## config.mk

```make
export PLATFORM = sky130hd
export DESIGN_NAME = tdm_demux4
export DESIGN_NICKNAME = d
export VERILOG_FILES = /design/src/rtl/tdm_demux4_pkg.sv /design/src/rtl/tdm_slot_ctr.sv /design/src/rtl/tdm_demux4.sv
export SDC_FILE = /design/constraint.sdc
export NUM_CORES = 1
export LEC_CHECK = 0
export BUFFER_PORTS_ARGS = -buffer_cell sky130_fd_sc_hd__clkbuf_2
export CAP_MARGIN = 20
export CORE_ASPECT_RATIO = 1.25
export CORE_MARGIN = 2
export CORE_UTILIZATION = 45
export DETAILED_ROUTE_END_ITERATION = 10
export GPL_TIMING_DRIVEN = 0
export PLACE_DENSITY = 0.76
export RECOVER_POWER = 50
export SLEW_MARGIN = 40
export SYNTH_ARGS = -nofsm -noshare
export SYNTH_HDL_FRONTEND = slang
export SYNTH_SLANG_ARGS = --single-unit
```

## constraint.sdc

```tcl
create_clock -name CLK -period 2.1 [get_ports CLK]
set_input_delay 0.105 -clock CLK [delete_from_list [all_inputs] [get_ports CLK]]
set_output_delay 0.105 -clock CLK [all_outputs]
set_load 0.03 [all_outputs]
```

## src/rtl/tdm_demux4_pkg.sv

```systemverilog
// Shared FSM states and slot constants for the 4-slot TDM demultiplexer.
// Latency: n/a (types and constants only).
// Backpressure: n/a.
package tdm_demux4_pkg;

    typedef enum logic {
        HUNT   = 1'b0,
        LOCKED = 1'b1
    } state_t;

    localparam int SLOT_W = 2;

    localparam logic [SLOT_W-1:0] SLOT0 = 2'd0;
    localparam logic [SLOT_W-1:0] SLOT1 = 2'd1;
    localparam logic [SLOT_W-1:0] SLOT2 = 2'd2;
    localparam logic [SLOT_W-1:0] SLOT3 = 2'd3;

endpackage

```

## src/rtl/tdm_slot_ctr.sv

```systemverilog
// Slot position counter: advance with 3->0 wrap, load-to-1 on frame start, clear.
// Latency: one edge from control to count.
// Backpressure: none; the caller only asserts controls on qualified sample cycles.
module tdm_slot_ctr
    import tdm_demux4_pkg::*;
(
    input  logic              clk,
    input  logic              rst_n,
    input  logic              adv,
    input  logic              load_one,
    input  logic              clr,
    output logic [SLOT_W-1:0] slot
);

    always_ff @(posedge clk or negedge rst_n) begin
        if (!rst_n) begin
            slot <= SLOT0;
        end else if (clr) begin
            slot <= SLOT0;
        end else if (load_one) begin
            slot <= SLOT1;
        end else if (adv) begin
            slot <= slot + 1'b1;
        end
    end

endmodule

```

## src/rtl/tdm_demux4.sv

```systemverilog
// Demultiplexes a 4-slot TDM stream into four registered channels with sync tracking.
// Latency: one edge from the slot-3 sample to y1..y4 and FRAME_VALID.
// Backpressure: none; EN low freezes all state, FRAME_VALID/ERR are single-cycle pulses.
module tdm_demux4
    import tdm_demux4_pkg::*;
#(
    parameter int WIDTH = 8
)(
    input  logic             CLK,
    input  logic             RST_N,
    input  logic             EN,
    input  logic             SYNC,
    input  logic [WIDTH-1:0] DIN,
    output logic [WIDTH-1:0] y1,
    output logic [WIDTH-1:0] y2,
    output logic [WIDTH-1:0] y3,
    output logic [WIDTH-1:0] y4,
    output logic             FRAME_VALID,
    output logic             LOCK,
    output logic             ERR
);

    state_t             state, state_nxt;
    logic [SLOT_W-1:0]  slot;
    logic               ctr_adv, ctr_load1, ctr_clr;
    logic               stg0_wr, stg_mid_wr, out_load;
    logic               fv_nxt, err_nxt;
    logic [WIDTH-1:0]   stg0, stg1, stg2;

    tdm_slot_ctr u_slot_ctr (
        .clk      (CLK),
        .rst_n    (RST_N),
        .adv      (ctr_adv),
        .load_one (ctr_load1),
        .clr      (ctr_clr),
        .slot     (slot)
    );

    always_ff @(posedge CLK or negedge RST_N) begin
        if (!RST_N) begin
            state <= HUNT;
        end else begin
            state <= state_nxt;
        end
    end

    always_comb begin
        state_nxt  = state;
        ctr_adv    = 1'b0;
        ctr_load1  = 1'b0;
        ctr_clr    = 1'b0;
        stg0_wr    = 1'b0;
        stg_mid_wr = 1'b0;
        out_load   = 1'b0;
        fv_nxt     = 1'b0;
        err_nxt    = 1'b0;
        if (EN) begin
            case (state)
                HUNT: begin
                    if (SYNC) begin
                        stg0_wr   = 1'b1;
                        ctr_load1 = 1'b1;
                        state_nxt = LOCKED;
                    end
                end
                LOCKED: begin
                    if (SYNC) begin
                        // A sync anywhere but slot 0 restarts the frame and flags it.
                        stg0_wr   = 1'b1;
                        ctr_load1 = 1'b1;
                        err_nxt   = (slot != SLOT0);
                    end else begin
                        case (slot)
                            SLOT0: begin
                                err_nxt   = 1'b1;
                                ctr_clr   = 1'b1;
                                state_nxt = HUNT;
                            end
                            SLOT1, SLOT2: begin
                                stg_mid_wr = 1'b1;
                                ctr_adv    = 1'b1;
                            end
                            SLOT3: begin
                                out_load = 1'b1;
                                fv_nxt   = 1'b1;
                                ctr_adv  = 1'b1;
                            end
                            default: ;
                        endcase
                    end
                end
                default: state_nxt = HUNT;
            endcase
        end
    end

    always_ff @(posedge CLK or negedge RST_N) begin
        if (!RST_N) begin
            stg0 <= '0;
            stg1 <= '0;
            stg2 <= '0;
        end else begin
            if (stg0_wr) begin
                stg0 <= DIN;
            end
            if (stg_mid_wr) begin
                if (slot == SLOT1) begin
                    stg1 <= DIN;
                end else begin
                    stg2 <= DIN;
                end
            end
        end
    end

    // Slot 3 bypasses staging so the whole frame lands in one edge.
    always_ff @(posedge CLK or negedge RST_N) begin
        if (!RST_N) begin
            y1          <= '0;
            y2          <= '0;
            y3          <= '0;
            y4          <= '0;
            FRAME_VALID <= 1'b0;
            ERR         <= 1'b0;
        end else begin
            if (out_load) begin
                y1 <= stg0;
                y2 <= stg1;
                y3 <= stg2;
                y4 <= DIN;
            end
            FRAME_VALID <= fv_nxt;
            ERR         <= err_nxt;
        end
    end

    assign LOCK = (state == LOCKED);

endmodule

```

==> reports/qor.txt, run 1 <==
leakage -> 1.40 nW
I/O Buffers -> 46
hpwl dp -> 2.87 mm
Fin Clk Skew -> 3.28 ps
CP startpoint kind -> flip-flop
postcts setup bufs -> 0
# setup viols final -> 0
first-pass GRT wire length -> 7.17 mm
largest area contributor in the netlist -> dfrtp_1
gr usage total -> 16.2%
Clock Path Buffers -> 2
Skew-Pair Late Insertion Delay -> 330 ps
Antenna diodes -> 0
proportion of layout cells with a drive suffix above 1 -> 54.8%
Fin Setup TNS -> 0 ps
Die X -> 69.0 µm
VDD IR max -> 0.775 mV
die area -> 5880 µm²
Sink Count -> 61
Ys Warns -> 0
Post-Place Cells -> 255
run status -> finished clean
Setup CP Type -> reg2reg
Root Driver -> clkbuf_8
CTS tree -> built
pin count of the biggest net entering global routing -> 32
Worst EP arrival -> 2160 ps
RSZ-0062 raised after global routing -> no
post-synthesis async set-or-reset flop share -> 100%
# Max-Cap Violations -> 0
Seq/Total Area, Yosys -> 64.2%
post-route minimum period -> 1940 ps
count leader, synth -> dfrtp_1
Layout Nets -> 222
top cells by count, synth -> dfrtp_1 (61), mux2_2 (56), ha_1 (5), inv_1 (5), buf_2 (3)
die span in y -> 85.3 µm
Max-slew headroom -> 48.5%
Avg WL per Cell -> 15.9 µm
Hold Crit Class -> in2reg
ys flop type -> dfrtp_1
vias -> 1380
Synth Cell Area -> 2380 µm²
post-route ant nets -> 0
gr ovfl total -> 0
Fmax -> 515 MHz
worst-margin pin slew -> 773 ps
Via density -> 5.11
Mapped Avg Cell Area -> 16.3 µm²
Distinct cells, synth -> 19
CTS clk-pin slew, worst paths -> 60 ps
Syn Inst Count -> 146
initial antenna violation count -> 0
area grow syn2layout -> 20.0%
Synth area leaders -> dfrtp_1 (64%), mux2_2 (27%), ha_1 (2.6%)
vias in the first global route -> 1382
required time of the critical path -> 2310 ps
Critical Path End Type -> flip-flop
Post-Syn Nets -> 163
#FFs+latches synth -> 61
PD cells -> 1540 nW/µm²
CTS H-tree lvls -> 3
number of CTS-inserted buffers -> 9
Total Routed Length -> 4.29 mm
Detailed Route Iter0 Violations -> 65
cts hold-fix bufs -> 1
IO Count -> 47
Slew Limit Fails -> 0
Initial Utilization -> 46.8%
Rows -> 29
CP Max Fanout -> 8
Hold Vio Cnt, Final -> 0
Final Cycle Share -> 92.5%
number of flops mapped to enable cells by yosys -> 0
top-area cell type share of the netlist area -> 64.2%
Placer Congestion -> 0.824
cts repair resizes -> 0
drt pass-1 iters -> 4
Core Area -> 5080 µm²
# DRC -> 0
final std cells w/o fill -> 270
[power breakdown]
part | switching (W) | leakage, nW | internal [W] | total [W]
clock network | 0.000405 | 0.0881 | 0.000475 | 0.000880
logic | 0.000971 | 0.558 | 0.000646 | 0.00162
registers | 0.000236 | 0.758 | 0.00165 | 0.00188
total | 0.00161 | 1.40 | 0.00277 | 0.00438
[cell type report]
cell class	instances	area, µm²
Sequential cell	61	1530
Timing Repair Buffer	48	233
Tap cell	62	77.6
Clock inverter	2	10.0
Inverter	5	18.8
Buffer	3	15.0
Fill cell	439	2230
Clock buffer	12	155
Multi-Input combinational cell	77	817
[critical path, stage by stage, from the launching register on]
cell     delay, ps
dfrtp_1        380
inv_1           80
ha_1           340
nor4b_4        620
mux2_2         400
[path summary, 6_finish.rpt]
check / from / end / slack, ps / cells after the start
max: u_slot_ctr.slot[0] / stg2[1] / 160 / 4
min: DIN[1] / y4[1] / 60 / 2
max reg2reg: u_slot_ctr.slot[0] / stg2[1] / 160 / 4
min reg2reg: stg0[3] / y1[3] / 500 / 1
max in group asynchronous: RST_N / stg1[1] / 510 / 3
min in group asynchronous: RST_N / y4[7] / 380 / 2
[flip-flops by register name, indices dropped and copies added (netlist names)]
| signal | cells |
|---|---|
| stg2 | 8 |
| ERR | 1 |
| FRAME_VALID | 1 |
| stg0 | 8 |
| y2 | 8 |
| y4 | 8 |
| y1 | 8 |
| stg1 | 8 |
| u_slot_ctr.slot | 2 |
| LOCK | 1 |
| y3 | 8 |
[cells by family after synthesis]
| kind of cell | Yosys count | synth area share (%) |
|---|---|---|
| fa+ha+maj | 5 | 2.63 |
| compound gates | 5 | 1.26 |
| flops | 61 | 64.2 |
| xor+xnor | 1 | 0.368 |
| mux | 56 | 26.5 |
| simple gates | 10 | 3.58 |
| buf+inv | 8 | 1.42 |
[layer usage]
metal	track usage, %	routed length (µm)
met1	19.7	1810
met2	25.9	2180
met3	5.23	191
met4	8.56	109
met5	0	0
[placed cells by master, fill, tap and decap left out]
cell	netlist	final
inv_1	5	5
nor4b_4	1	1
dfrtp_1	61	61
clkbuf_8	0	11
o21ai_0	1	1
clkbuf_1	0	11
clkinv_2	0	2
dlygate4sd3_1	0	1
nand3_1	1	1
nand2_1	2	2
or3b_2	1	1
ha_1	5	5
buf_2	3	3
a22oi_1	1	1
clkbuf_2	0	37
nor2_1	1	1
nand3_2	1	1
a21boi_0	1	1
mux2_2	56	56
and3_1	1	1
nand4_2	1	1
a21oi_1	2	2
xnor2_1	1	1
and2_2	1	1
[stage by stage]
step                      power [W]  worst slack [ps]  util (%)  instance area, µm²  hold WS (ps)
final                       0.00438               157      56.2                2850          57.6
after global routing        0.00464              21.1      56.2                2850          52.4
after CTS                   0.00446               110      56.7                2880          45.6
after detailed placement    0.00356               126      53.3                2710           105
after global placement      0.00350               179      52.9                2690           395
after floorplan             0.00306               480         -                2380          -191
No activity file was read; power rests on OpenSTA's default activity.
==> run 2, diff against run 1 <==
==> constraint.sdc (replaced) <==
create_clock -name CLK -period 1.95 [get_ports CLK]
set_input_delay 0.0975 -clock CLK [delete_from_list [all_inputs] [get_ports CLK]]
set_output_delay 0.0975 -clock CLK [all_outputs]
set_load 0.03 [all_outputs]
==> reports/qor.txt, run 2 (synthesized netlist as in run 1, its figures left out) <==
run status -> finished clean
Crit-path slowest cell -> or3b_2
Max stage delay on crit path -> 450 ps
gr usage total -> 16.2%
area grow syn2layout -> 21.3%
Antenna diodes -> 0
Max-slew headroom -> 45.9%
IO Count -> 47
Fin Setup TNS -> 0 ps
Fmax -> 589 MHz
hpwl dp -> 2.87 mm
Sink Count -> 61
Hold Vio Cnt, Final -> 0
vias -> 1390
number of CTS-inserted buffers -> 9
cell chain of the critical path -> inv_1 > ha_1 > inv_1 > ha_1 > nand3_1 > or3b_2 > a21boi_0
Core Area -> 5080 µm²
Slew Limit Fails -> 0
CP startpoint kind -> flip-flop
required time of the critical path -> 2200 ps
initial antenna violation count -> 0
Seq. cell area -> 1530 µm²
Critical Path End Type -> flip-flop
die span in y -> 85.3 µm
crit path to -> u_slot_ctr.slot[1]
post-route minimum period -> 1700 ps
pin count of the biggest net entering global routing -> 32
number of fill cells in the layout -> 436
multi-input logic area -> 817 µm²
proportion of layout cells with a drive suffix above 1 -> 55.2%
first-pass GRT wire length -> 7.17 mm
worst hold path stage count -> 2
CP Max Fanout -> 3
# Max-Cap Violations -> 0
CTS H-tree lvls -> 3
Layout Nets -> 224
total power -> 0.00473 W
CTS clk-pin slew, worst paths -> 60 ps
Setup CP Type -> reg2reg
Register-to-Register Path Depth -> 7
Detailed Route Iter0 Violations -> 69
capturing point of the worst reg2reg path -> u_slot_ctr.slot[1]
Root Driver -> clkbuf_8
Avg WL per Cell -> 15.8 µm
Total Routed Length -> 4.30 mm
PD cells -> 1640 nW/µm²
gr ovfl total -> 0
Die X -> 69.0 µm
Initial Utilization -> 46.8%
Skew-Pair Late Insertion Delay -> 330 ps
worst-margin pin slew -> 812 ps
most common cell after layout, fill and taps aside -> dfrtp_1
Worst EP arrival -> 1950 ps
die area -> 5880 µm²
hold_ws -> 50.4 ps
most frequent cells in the layout -> dfrtp_1 (61), mux2_2 (56), clkbuf_2 (36)
Clock Path Buffers -> 2
I/O Buffers -> 46
Final Cycle Share -> 87.1%
final core utilization -> 56.7%
CP Launch Point -> u_slot_ctr.slot[0]
leakage -> 1.42 nW
Placer Congestion -> 0.824
Rows -> 29
VDD IR max -> 0.836 mV
RSZ-0062 raised after global routing -> no
Fin Clk Skew -> 3.31 ps
# DRC -> 0
Via density -> 5.11
# setup viols final -> 0
FF-to-FF Start -> u_slot_ctr.slot[0]
post-route ant nets -> 0
final design area excluding fillers -> 2880 µm²
reg2reg setup slack -> 250 ps
vias in the first global route -> 1388
cts repair resizes -> 0
CTS tree -> built
drt pass-1 iters -> 4
Hold Crit Class -> in2reg
post-place instance area -> 2710 µm²
[run 2: cell count changes in the layout (fill, tap and decap cells not counted), sizes merged]
cell    change
clkbuf      -1
buf         +3
[run 2: layout make-up]
type / instances / area share, %
timing repair buffer: 50 / 9.11
inverter: 5 / 0.651
tap: 62 / 2.69
clock inverter: 2 / 0.347
buffer: 3 / 0.521
multi-input combinational: 77 / 28.3
sequential: 61 / 53.0
clock buffer: 12 / 5.38
[run 2: where the power goes]
group	internal (W)	switching (W)
Clock	0.000512	0.000436
Combinational	0.000709	0.00105
Sequential	0.00177	0.000255
Total	0.00299	0.00174
[run 2: routing by layer]
layer | vias to the layer above | GRT usage (%) | wire length [µm]
met5 | - | 0 | 0
met4 | 0 | 8.56 | 109
met3 | 8 | 5.23 | 209
met2 | 35 | 25.9 | 2170
met1 | 714 | 19.7 | 1810
li1 | 633 | - | -
[run 2: worst min-delay path by stage]
stage | start | endpoint | slack (ps)
2_1_floorplan | RST_N | ERR | -200
3_3_place_gp | DIN[6] | stg0[6] | 390
3_5_place_dp | RST_N | y4[7] | 100
4_1_cts | DIN[6] | y4[6] | 40
5_1_grt | DIN[1] | stg0[1] | 40
6_report | DIN[6] | y4[6] | 50
[run 2: timing repair]
| item | 4_1_cts | 5_1_grt |
|---|---|---|
| endpoints found under the setup margin | 8 | 0 |
| hold buffers | 1 | 0 |
| hold endpoints to repair | 30 | 0 |
| setup buffers | 2 | 0 |
[run 2: critical path, delay by kind of cell (launching register included)]
family          cells  cell delay (ps)
simple gates        2              570
flops               1              380
fa+ha+maj           2              370
compound gates      1              170
buf+inv             2              140
[run 2: metrics by stage]
stage / std cells / setup WS, ps
3_5_place_dp: 255 / -24.1
2_1_floorplan: 146 / 330
5_1_grt: 272 / 153
4_1_cts: 272 / 256
6_report: 272 / 252
3_3_place_gp: 254 / 29.1
==> run 3, diff against run 2 <==
--- a/config.mk
+++ b/config.mk
@@ -5,14 +5,14 @@
 export SDC_FILE = /design/constraint.sdc
 export NUM_CORES = 1
 export LEC_CHECK = 0
-export BUFFER_PORTS_ARGS = -buffer_cell sky130_fd_sc_hd__clkbuf_2
 export CAP_MARGIN = 20
 export CORE_ASPECT_RATIO = 1.25
 export CORE_MARGIN = 2
 export CORE_UTILIZATION = 45
 export DETAILED_ROUTE_END_ITERATION = 10
+export DONT_BUFFER_PORTS = 1
 export GPL_TIMING_DRIVEN = 0
-export PLACE_DENSITY = 0.76
+export PLACE_DENSITY = 0.69
 export RECOVER_POWER = 50
 export SLEW_MARGIN = 40
 export SYNTH_ARGS = -nofsm -noshare
==> reports/qor.txt, run 3 (synthesized netlist as in run 1, its figures left out) <==
# DRC -> 0
Rows -> 29
run status -> finished clean
required time of the critical path -> 2210 ps
post-place instance area -> 2450 µm²
Setup CP Type -> reg2reg
Fmax -> 555 MHz
Initial Utilization -> 46.8%
Placer Congestion -> 0.646
# setup viols final -> 0
Antenna diodes -> 0
number of fill cells in the layout -> 433
Skew-Pair Late Insertion Delay -> 340 ps
Critical Path End Type -> flip-flop
drt pass-1 iters -> 4
Hold Vio Cnt, Final -> 0
Root Driver -> clkbuf_8
gr usage total -> 17.3%
proportion of layout cells with a drive suffix above 1 -> 46.6%
VDD IR max -> 0.970 mV
die span in y -> 85.3 µm
I/O Buffers -> 0
final core utilization -> 55.8%
Total Routed Length -> 4.61 mm
hold_ws -> 69.1 ps
CTS tree -> built
Core Area -> 5080 µm²
pin count of the biggest net entering global routing -> 62
CP Max Fanout -> 3
CTS H-tree lvls -> 3
Sink Count -> 61
gr ovfl total -> 0
Layout Nets -> 188
Final Cycle Share -> 92.4%
initial antenna violation count -> 0
Max-slew headroom -> 2.82%
RSZ-0062 raised after global routing -> no
Fin Setup TNS -> 0 ps
Clock Path Buffers -> 2
final design area excluding fillers -> 2830 µm²
vias in the first global route -> 1434
worst-margin pin slew -> 1460 ps
Via density -> 5.43
post-route minimum period -> 1800 ps
number of CTS-inserted buffers -> 9
most common cell after layout, fill and taps aside -> dfrtp_1
PD cells -> 1750 nW/µm²
Detailed Route Iter0 Violations -> 45
CP startpoint kind -> flip-flop
Worst EP arrival -> 2060 ps
area grow syn2layout -> 19.2%
Avg WL per Cell -> 19.4 µm
Fin Clk Skew -> 11.3 ps
post-route ant nets -> 0
die area -> 5880 µm²
Die X -> 69.0 µm
CTS clk-pin slew, worst paths -> 70 ps
IO Count -> 47
vias -> 1293
most frequent cells in the layout -> dfrtp_1 (61), mux2_2 (55), dlygate4sd3_1 (11)
Slew Limit Fails -> 0
cts repair resizes -> 0
hpwl dp -> 3.08 mm
# Max-Cap Violations -> 0
leakage -> 1.32 nW
first-pass GRT wire length -> 7.54 mm
Hold Crit Class -> in2reg
[run 3: changes by cell type in the layout (fill, tap and decap cells not counted), sizes merged]
cell and change:
buf -1, bufinv +3, clkbuf -47, clkinv -1, clkinvlp +2, dlygate4sd3 +10
[run 3: routing by layer]
metal,track usage (%),share of wire (%),vias up
li1,-,-,569
met5,0,0,-
met2,28.2,53,34
met4,11.4,1.9,0
met1,18.8,39,683
met3,6.65,5.7,7
[run 3: path summary, 6_finish.rpt]
check / from / to / slack (ps) / cells after the start
max in group asynchronous: RST_N / stg0[0] / 400 / 2
min in group asynchronous: RST_N / stg1[1] / 650 / 2
worst max register to register: u_slot_ctr.slot[0] / u_slot_ctr.slot[1] / 150 / 7
worst max-delay path: u_slot_ctr.slot[0] / u_slot_ctr.slot[1] / 150 / 7
worst min-delay path: EN / LOCK / 70 / 2
worst min register to register: stg2[1] / stg2[1] / 500 / 1
[run 3: worst max-delay path, cell delays in order (launching register included)]
cell      delay, ps
dfrtp_1         400
inv_1            90
ha_1            230
inv_1            60
ha_1            180
nand3_1         130
or3b_2          480
a21boi_0        170
[run 3: repair_timing]
action	CTS	global route
hold endpoints to repair	95	0
endpoints found under the setup margin	8	0
hold buffers	12	0
buffers inserted	2	0
[run 3: through the flow]
| step | power, W | setup slack, ps | std cells |
|---|---|---|---|
| finish | 0.00495 | 148 | 238 |
| global route | 0.00519 | 70.5 | 238 |
| CTS | 0.00500 | 131 | 238 |
| detailed placement | 0.00356 | -8.45 | 208 |
| global placement | 0.00345 | 65.1 | 208 |
| floorplan | 0.00330 | 330 | 146 |
[run 3: final cells by class]
cell class                      count  area, µm²  share of cell area (%)
Sequential cell                    61       1530                    53.9
Multi-Input combinational cell     77        817                    28.8
Clock buffer                       10        138                    4.86
Timing Repair Buffer               14        130                    4.59
Clock inverter                      6        110                    3.89
Tap cell                           62       77.6                    2.74
Inverter                            5       18.8                   0.663
Buffer                              3       15.0                   0.530
[run 3: report_power, final]
group	internal, W	switching (W)	total [W]
combinational	0.000542	0.000353	0.000895
clock	0.000881	0.000491	0.00137
sequential	0.00176	0.000922	0.00269
total	0.00319	0.00177	0.00495
